--- config.mk ---
export PLATFORM = sky130hd
export DESIGN_NAME = hdlc_tx_framer
export DESIGN_NICKNAME = d
export VERILOG_FILES = /design/src/rtl/hdlc_pkg.sv /design/src/rtl/hdlc_zero_inserter.sv /design/src/rtl/hdlc_tx_framer.sv
export SDC_FILE = /design/constraint.sdc
export NUM_CORES = 1
export LEC_CHECK = 0
export ABC_AREA = 1
export CAP_MARGIN = 15
export CORE_UTILIZATION = 55
export CTS_CLUSTER_SIZE = 24
export DETAILED_ROUTE_END_ITERATION = 8
export GPL_TIMING_DRIVEN = 1
export PLACE_DENSITY = 0.83
export SYNTH_ARGS = -nofsm -noshare
export SYNTH_HDL_FRONTEND = slang
export SYNTH_HIERARCHICAL = 1
export SYNTH_SLANG_ARGS = --single-unit
--- constraint.sdc ---
create_clock -name Clk -period 3 [get_ports Clk]
set_input_delay 0.45 -clock Clk [delete_from_list [all_inputs] [get_ports Clk]]
set_output_delay 0.45 -clock Clk [all_outputs]
set_load 0.01 [all_outputs]
--- src/rtl/hdlc_pkg.sv ---
// hdlc_pkg: shared HDLC line constants and transmit FSM states.
package hdlc_pkg;
   localparam logic [7:0] HDLC_FLAG  = 8'h7E;
   localparam logic [7:0] HDLC_ABORT = 8'hFE;
   typedef enum logic [2:0] {IDLE, OPEN, DATA, CLOSE, ABORT} tx_state_t;
endpackage

--- src/rtl/hdlc_zero_inserter.sv ---
// hdlc_zero_inserter: counts consecutive data ones and flags when a zero must be inserted.
module hdlc_zero_inserter
   import hdlc_pkg::*;
#(
   parameter int STUFF_LIMIT = 5
) (
   input  logic Clk,
   input  logic Rst,
   input  logic clear,
   input  logic enable,
   input  logic bit_in,
   output logic hold,
   output logic hold_next
);
   localparam int W = $clog2(STUFF_LIMIT + 1);
   logic [W-1:0] count, count_next;
   // an inserted zero (emitted while hold is set) clears the run just like a data zero
   always_comb count_next = clear ? '0 : !enable ? count : (hold || !bit_in) ? '0 : count + 1'b1;
   assign hold      = count == W'(STUFF_LIMIT);
   assign hold_next = count_next == W'(STUFF_LIMIT);
   always_ff @(posedge Clk or negedge Rst)
      if (!Rst) count <= '0;
      else count <= count_next;
endmodule

--- src/rtl/hdlc_tx_framer.sv ---
// hdlc_tx_framer: serial HDLC transmitter with flags, zero insertion, abort and idle fill.
module hdlc_tx_framer
   import hdlc_pkg::*;
#(
   parameter int OPEN_FLAGS  = 1,
   parameter int STUFF_LIMIT = 5
) (
   input  logic       Clk,
   input  logic       Rst,
   input  logic [7:0] Tx_DataIn,
   input  logic       Tx_DataValid,
   input  logic       Tx_DataLast,
   output logic       Tx_DataReady,
   input  logic       Tx_AbortFrame,
   output logic       Tx,
   output logic       Tx_ValidFrame,
   output logic       Tx_AbortedTrans,
   output logic       Tx_Done
);
   tx_state_t state;
   logic [7:0] sh;
   logic [2:0] bit_cnt, nb;
   logic [1:0] flag_cnt;
   logic last, hs, byte_end, opn_end, go_abort, en, bit_in, hold, hold_next;
   assign nb       = bit_cnt + 3'd1;
   assign hs       = Tx_DataValid && Tx_DataReady && !Tx_AbortFrame;
   assign byte_end = state == DATA && bit_cnt == 3'd7 && !hold;
   assign opn_end  = state == OPEN && bit_cnt == 3'd7 && flag_cnt == 2'(OPEN_FLAGS - 1);
   assign go_abort = (state == OPEN || state == DATA) &&
                     (Tx_AbortFrame || ((opn_end || (byte_end && !last)) && !hs));
   assign en       = hs || (state == DATA && !Tx_AbortFrame && !byte_end);
   assign bit_in   = hs ? Tx_DataIn[0] : sh[nb];
   hdlc_zero_inserter #(.STUFF_LIMIT(STUFF_LIMIT)) u_zi (
      .Clk(Clk), .Rst(Rst), .clear(!en), .enable(en), .bit_in(bit_in),
      .hold(hold), .hold_next(hold_next)
   );
   // every branch decides the bit for the next cycle, so all outputs stay registered
   always_ff @(posedge Clk or negedge Rst) begin
      if (!Rst) begin
         state <= IDLE;
         sh <= '0;
         bit_cnt <= '0;
         flag_cnt <= '0;
         last <= 1'b0;
         Tx <= 1'b1;
         Tx_ValidFrame <= 1'b0;
         Tx_DataReady <= 1'b0;
         Tx_AbortedTrans <= 1'b0;
         Tx_Done <= 1'b0;
      end else begin
         Tx_AbortedTrans <= 1'b0;
         Tx_Done <= 1'b0;
         if (go_abort) begin
            state <= ABORT;
            bit_cnt <= '0;
            Tx <= HDLC_ABORT[0];
            Tx_ValidFrame <= 1'b0;
            Tx_AbortedTrans <= 1'b1;
            Tx_DataReady <= 1'b0;
         end else if (hs) begin
            state <= DATA;
            sh <= Tx_DataIn;
            last <= Tx_DataLast;
            bit_cnt <= '0;
            Tx <= Tx_DataIn[0];
            Tx_DataReady <= 1'b0;
         end else begin
            case (state)
               IDLE: if (Tx_DataValid) begin
                  state <= OPEN;
                  bit_cnt <= '0;
                  flag_cnt <= '0;
                  Tx <= HDLC_FLAG[0];
                  Tx_ValidFrame <= 1'b1;
               end
               OPEN: begin
                  bit_cnt <= nb;
                  Tx <= HDLC_FLAG[nb];
                  flag_cnt <= bit_cnt == 3'd7 ? flag_cnt + 2'd1 : flag_cnt;
                  Tx_DataReady <= nb == 3'd7 && flag_cnt == 2'(OPEN_FLAGS - 1);
               end
               DATA: if (hold) begin
                  Tx <= 1'b0;
                  Tx_DataReady <= bit_cnt == 3'd7 && !last;
               end else if (bit_cnt != 3'd7) begin
                  bit_cnt <= nb;
                  Tx <= sh[nb];
                  Tx_DataReady <= nb == 3'd7 && !hold_next && !last;
               end else begin
                  state <= CLOSE;
                  bit_cnt <= '0;
                  Tx <= HDLC_FLAG[0];
               end
               CLOSE: if (bit_cnt != 3'd7) begin
                  bit_cnt <= nb;
                  Tx <= HDLC_FLAG[nb];
               end else begin
                  state <= IDLE;
                  Tx <= 1'b1;
                  Tx_ValidFrame <= 1'b0;
                  Tx_Done <= 1'b1;
               end
               ABORT: if (bit_cnt != 3'd7) begin
                  bit_cnt <= nb;
                  Tx <= HDLC_ABORT[nb];
               end else begin
                  state <= IDLE;
                  Tx <= 1'b1;
               end
               default: state <= IDLE;
            endcase
         end
      end
   end
endmodule

==> run_results.csv <==
group,metric,value,unit
drt,drt_wl_total,3.08,mm
worst_setup_path,required,3.22,ns
worst_setup_path,rr_worst_depth,15,
global_route,grt_overflow_total,0,
worst_setup_path,end_kind,"flip-flop",
drt,ant_nets,0,
final_layout,drive_gt1_share,11.0,%
synthesis,ys_seq_area_share,38.7,%
drt,vias,1467,
final_layout,n_antenna_cell,0,
global_route,groute.usage.overall,23.0,%
cts,cts_post_setup_buffers_inserted,0,
final_layout,synthToLayoutAreaGrowth,15.2,%
floorplanning,placementRows,19,
floorplanning,pin_count,18,
power_and_ir_drop,vdd_drop_max,0.000605,V
placement,place_hpwl,2.33,mm
sta,finalSetupViolCount,0,
synthesis,synthesis.area,1620,µm²
drt,met1Wirelength,1.49,mm
floorplanning,die-area,3170,µm²
sta,finalMaxSlewViolations,0,
sta,fin_skew,0.00341,ns
final_layout,fin_util,67.1,%
synthesis,synth_area_leader_cell,"dfrtp_1",
sta,tns,0,ns
cts,clkSinkCount,25,
cts,cts_root_buffer,"clkbuf_4",
drt,dr_wl_met2,1.46,mm
worst_setup_path,reg2reg_slack,0.51,ns
cts,cts_htree_levels,1,
synthesis,synth_area_per_cell,7.20,µm²
sta,rsz0062_at_grt,"false",
worst_setup_path,cp-start-kind,"flip-flop",
power_and_ir_drop,power_density,685,nW/µm²
drt,wl_per_cell,11.1,µm
synthesis,postSynthCellCount,225,
cts,clkTransAtPathRegs,0.13,ns
outcome,status,"finished clean",
worst_setup_path,r2r_start,"bit_cnt[0]",
worst_setup_path,max_stage_delay,0.51,ns
placement,numPortBuffers,17,
global_route,grt_max_degree,26,
final_layout,finalNetCount,268,
floorplanning,die_h,56.3,µm
synthesis,synth_xor_area_share,0,%
synthesis,synth_top_family_by_area,"simple AND/OR/NAND/NOR gates",
worst_setup_path,slowest_stage,"dfrtp_1",
synthesis,yosys.area_share.simple,38.7,%
synthesis,yosys.area_share.adder,6.18,%
synthesis,synth-compound-area-share,9.19,%
power_and_ir_drop,power.share.clock,11.6,%
worst_setup_path,crit_arrival,2.71,ns
global_route,antenna_found_initial,0,
worst_setup_path,crit_fanout,9,
placement,finalWeightedCongestion,0.905,
floorplanning,dieWidth,56.3,µm
synthesis,synth_fp_nets,246,
synthesis,yosys-top-cells-area,"dfrtp_1 37%, nand2_1 18%, ha_1 6.2%",
sta,fin_crit,2.49,ns
power_and_ir_drop,p_sw,0.551,mW
power_and_ir_drop,p_leak,1.00,nW
cts,clkLatencyLatePin,0.32,ns
min_path,hp-class,"in -> async",
flow_run,max_cap_viol_count,0,
synthesis,ys_types,27,
cts,cts_hold_buf,0,
global_route,grt_pass1_vias,1385,
cts,cts_tree,"built",
worst_setup_path,r2r_end,"Tx_DataReady",
drt,drt_iter0_drc,55,
power_and_ir_drop,p_int,0.728,mW
synthesis,synth-seq-cells,25,
drt,dr_wl_met3,90,µm
cts,cts_resized,0,
drt,route.detailed.drc,0,
drt,firstDrtPassIters,4,
power_and_ir_drop,combPwrFrac,50.2,%
synthesis,synth_top_area_share,37.1,%
sta,max_freq,0.402,GHz
sta,finalHoldViolations,0,
global_route,grt_pass1_wl,5.83,mm
worst_setup_path,crit_family,"compound AO/OA/AOI/OAI gates",
worst_setup_path,worstPathCellList,"ha_1 > ha_1 > inv_2 > nor2_2 > nor2_1 > a21oi_1 > inv_1 > o21ai_1 > nand4_1 > nor2_1 > o21ai_0 > o2111ai_1 > o21ai_0 > nand3_1 > nand2_1",
drt,vias_per_cell,5.30,
worst_setup_path,worstSetupPathType,"reg -> reg",
cts,cts_inserted_buffers,3,
worst_setup_path,crit_buf_inv,2,
floorplanning,fp.coreArea,2780,µm²
sta,slew_headroom,77.4,%
floorplanning,initial_core_util,58.3,%
power_and_ir_drop,pwr-share-seq,38.3,%
drt,dr.max_layer_used,"met4",
power_and_ir_drop,p_sw_share,43.1,%
synthesis,yosys_warnings,6,
sta,fin_crit_sh,82.9,%
cts,cts.path.max_buffers,2,
sta,worst_pin_slew,0.339,ns
synthesis,muxShareOfSynthArea,0,%
## cells in the final DEF, fill, tap and decap left out, types with 2 or more instances in the layout
cell and instances:
a21oi_1 10, buf_4 3, clkbuf_4 3, clkdlybuf4s50_1 17, dfrtp_1 24, ha_1 8, inv_1 25, inv_2 3
nand2_1 76, nand2_2 4, nand3_1 18, nand3_2 5, nand4_1 8, nor2_1 16, nor2_2 3, o21ai_0 10
o21ai_1 2
## worst max path at each step
stage	start	slack [ns]	endpoint	cells after the start
after detailed placement	Tx_AbortFrame	0.51	Tx_DataReady	15
after global placement	Tx_AbortFrame	0.56	Tx_DataReady	15
after CTS	bit_cnt[0]	0.52	Tx_DataReady	15
after floorplan	bit_cnt[0]	0.84	Tx_DataReady	15
after global routing	bit_cnt[0]	0.22	Tx_DataReady	17
final	bit_cnt[0]	0.51	Tx_DataReady	15
## kinds of logic (layout without fill, tap and decap cells)
family          Yosys count  after routing
compound gates           26             26
fa+ha+maj                 8              8
buf+inv                  31             52
flops                    25             25
simple gates            135            135
## synthesized netlist by cell type
master,n
a21oi_1,10
dfrtp_1,24
or2_2,1
buf_1,1
ha_1,8
nand3_2,5
clkbuf_1,1
nor2_1,16
a21oi_4,1
nor2_2,3
nand3_1,18
nand3b_1,1
inv_1,25
nand2_2,4
dfstp_2,1
nand4_1,8
inv_2,3
o21ai_0,10
nand2_1,76
buf_2,1
nand2_4,1
o22ai_1,1
o21ai_1,2
a211oi_1,1
o2111ai_1,1
nand3_4,1
nor3_1,1
## stage by stage
step           worst slack [ns]  total power [mW]  hold WS (ns)  cells  area [µm²]
6_report                  0.514              1.28         0.475    277        1870
3_5_place_dp              0.509              1.13         0.461    273        1840
3_3_place_gp              0.557              1.12         0.459    273        1840
2_1_floorplan             0.840             0.966         0.154    225        1620
5_1_grt                   0.222              1.40         0.492    277        1870
4_1_cts                   0.523              1.29         0.480    277        1870
## routing by layer
metal,track usage (%),up-vias
li1,-,776
met5,0,-
met4,7.32,0
met1,31.2,656
met3,2.07,5
met2,38.9,30
## power groups by stage
stage / clock, mW / combinational [mW] / sequential [mW]
finish: 0.148 / 0.642 / 0.490
global route: 0.163 / 0.736 / 0.503
CTS: 0.154 / 0.645 / 0.489
detailed placement: 0 / 0.638 / 0.496
global placement: 0 / 0.628 / 0.494
floorplan: 0 / 0.475 / 0.491
## worst register-to-register path: cells and delay by family, from the launching register on
| kind | cells | cell delay (ns) |
|---|---|---|
| simple gates | 6 | 0.54 |
| fa+ha+maj | 2 | 0.51 |
| compound gates | 5 | 0.60 |
| buf+inv | 2 | 0.24 |
| flops | 1 | 0.51 |
## flip-flops by register name, indices dropped and copies added, names as in the netlist
signal and count:
sh 8, bit_cnt 3, state 3, u_zi/count 3
flag_cnt 2, Tx 1, Tx_AbortedTrans 1, Tx_DataReady 1
Tx_Done 1, Tx_ValidFrame 1, last 1
## layout make-up
cell class | count | area [µm²]
Clock buffer | 3 | 22.5
Clock inverter | 1 | 5.00
Fill cell | 248 | 915
Inverter | 28 | 105
Multi-Input combinational cell | 169 | 876
Sequential cell | 25 | 627
Tap cell | 31 | 38.8
Timing Repair Buffer | 20 | 193
Note: power is estimated with default switching activity, not from simulation.
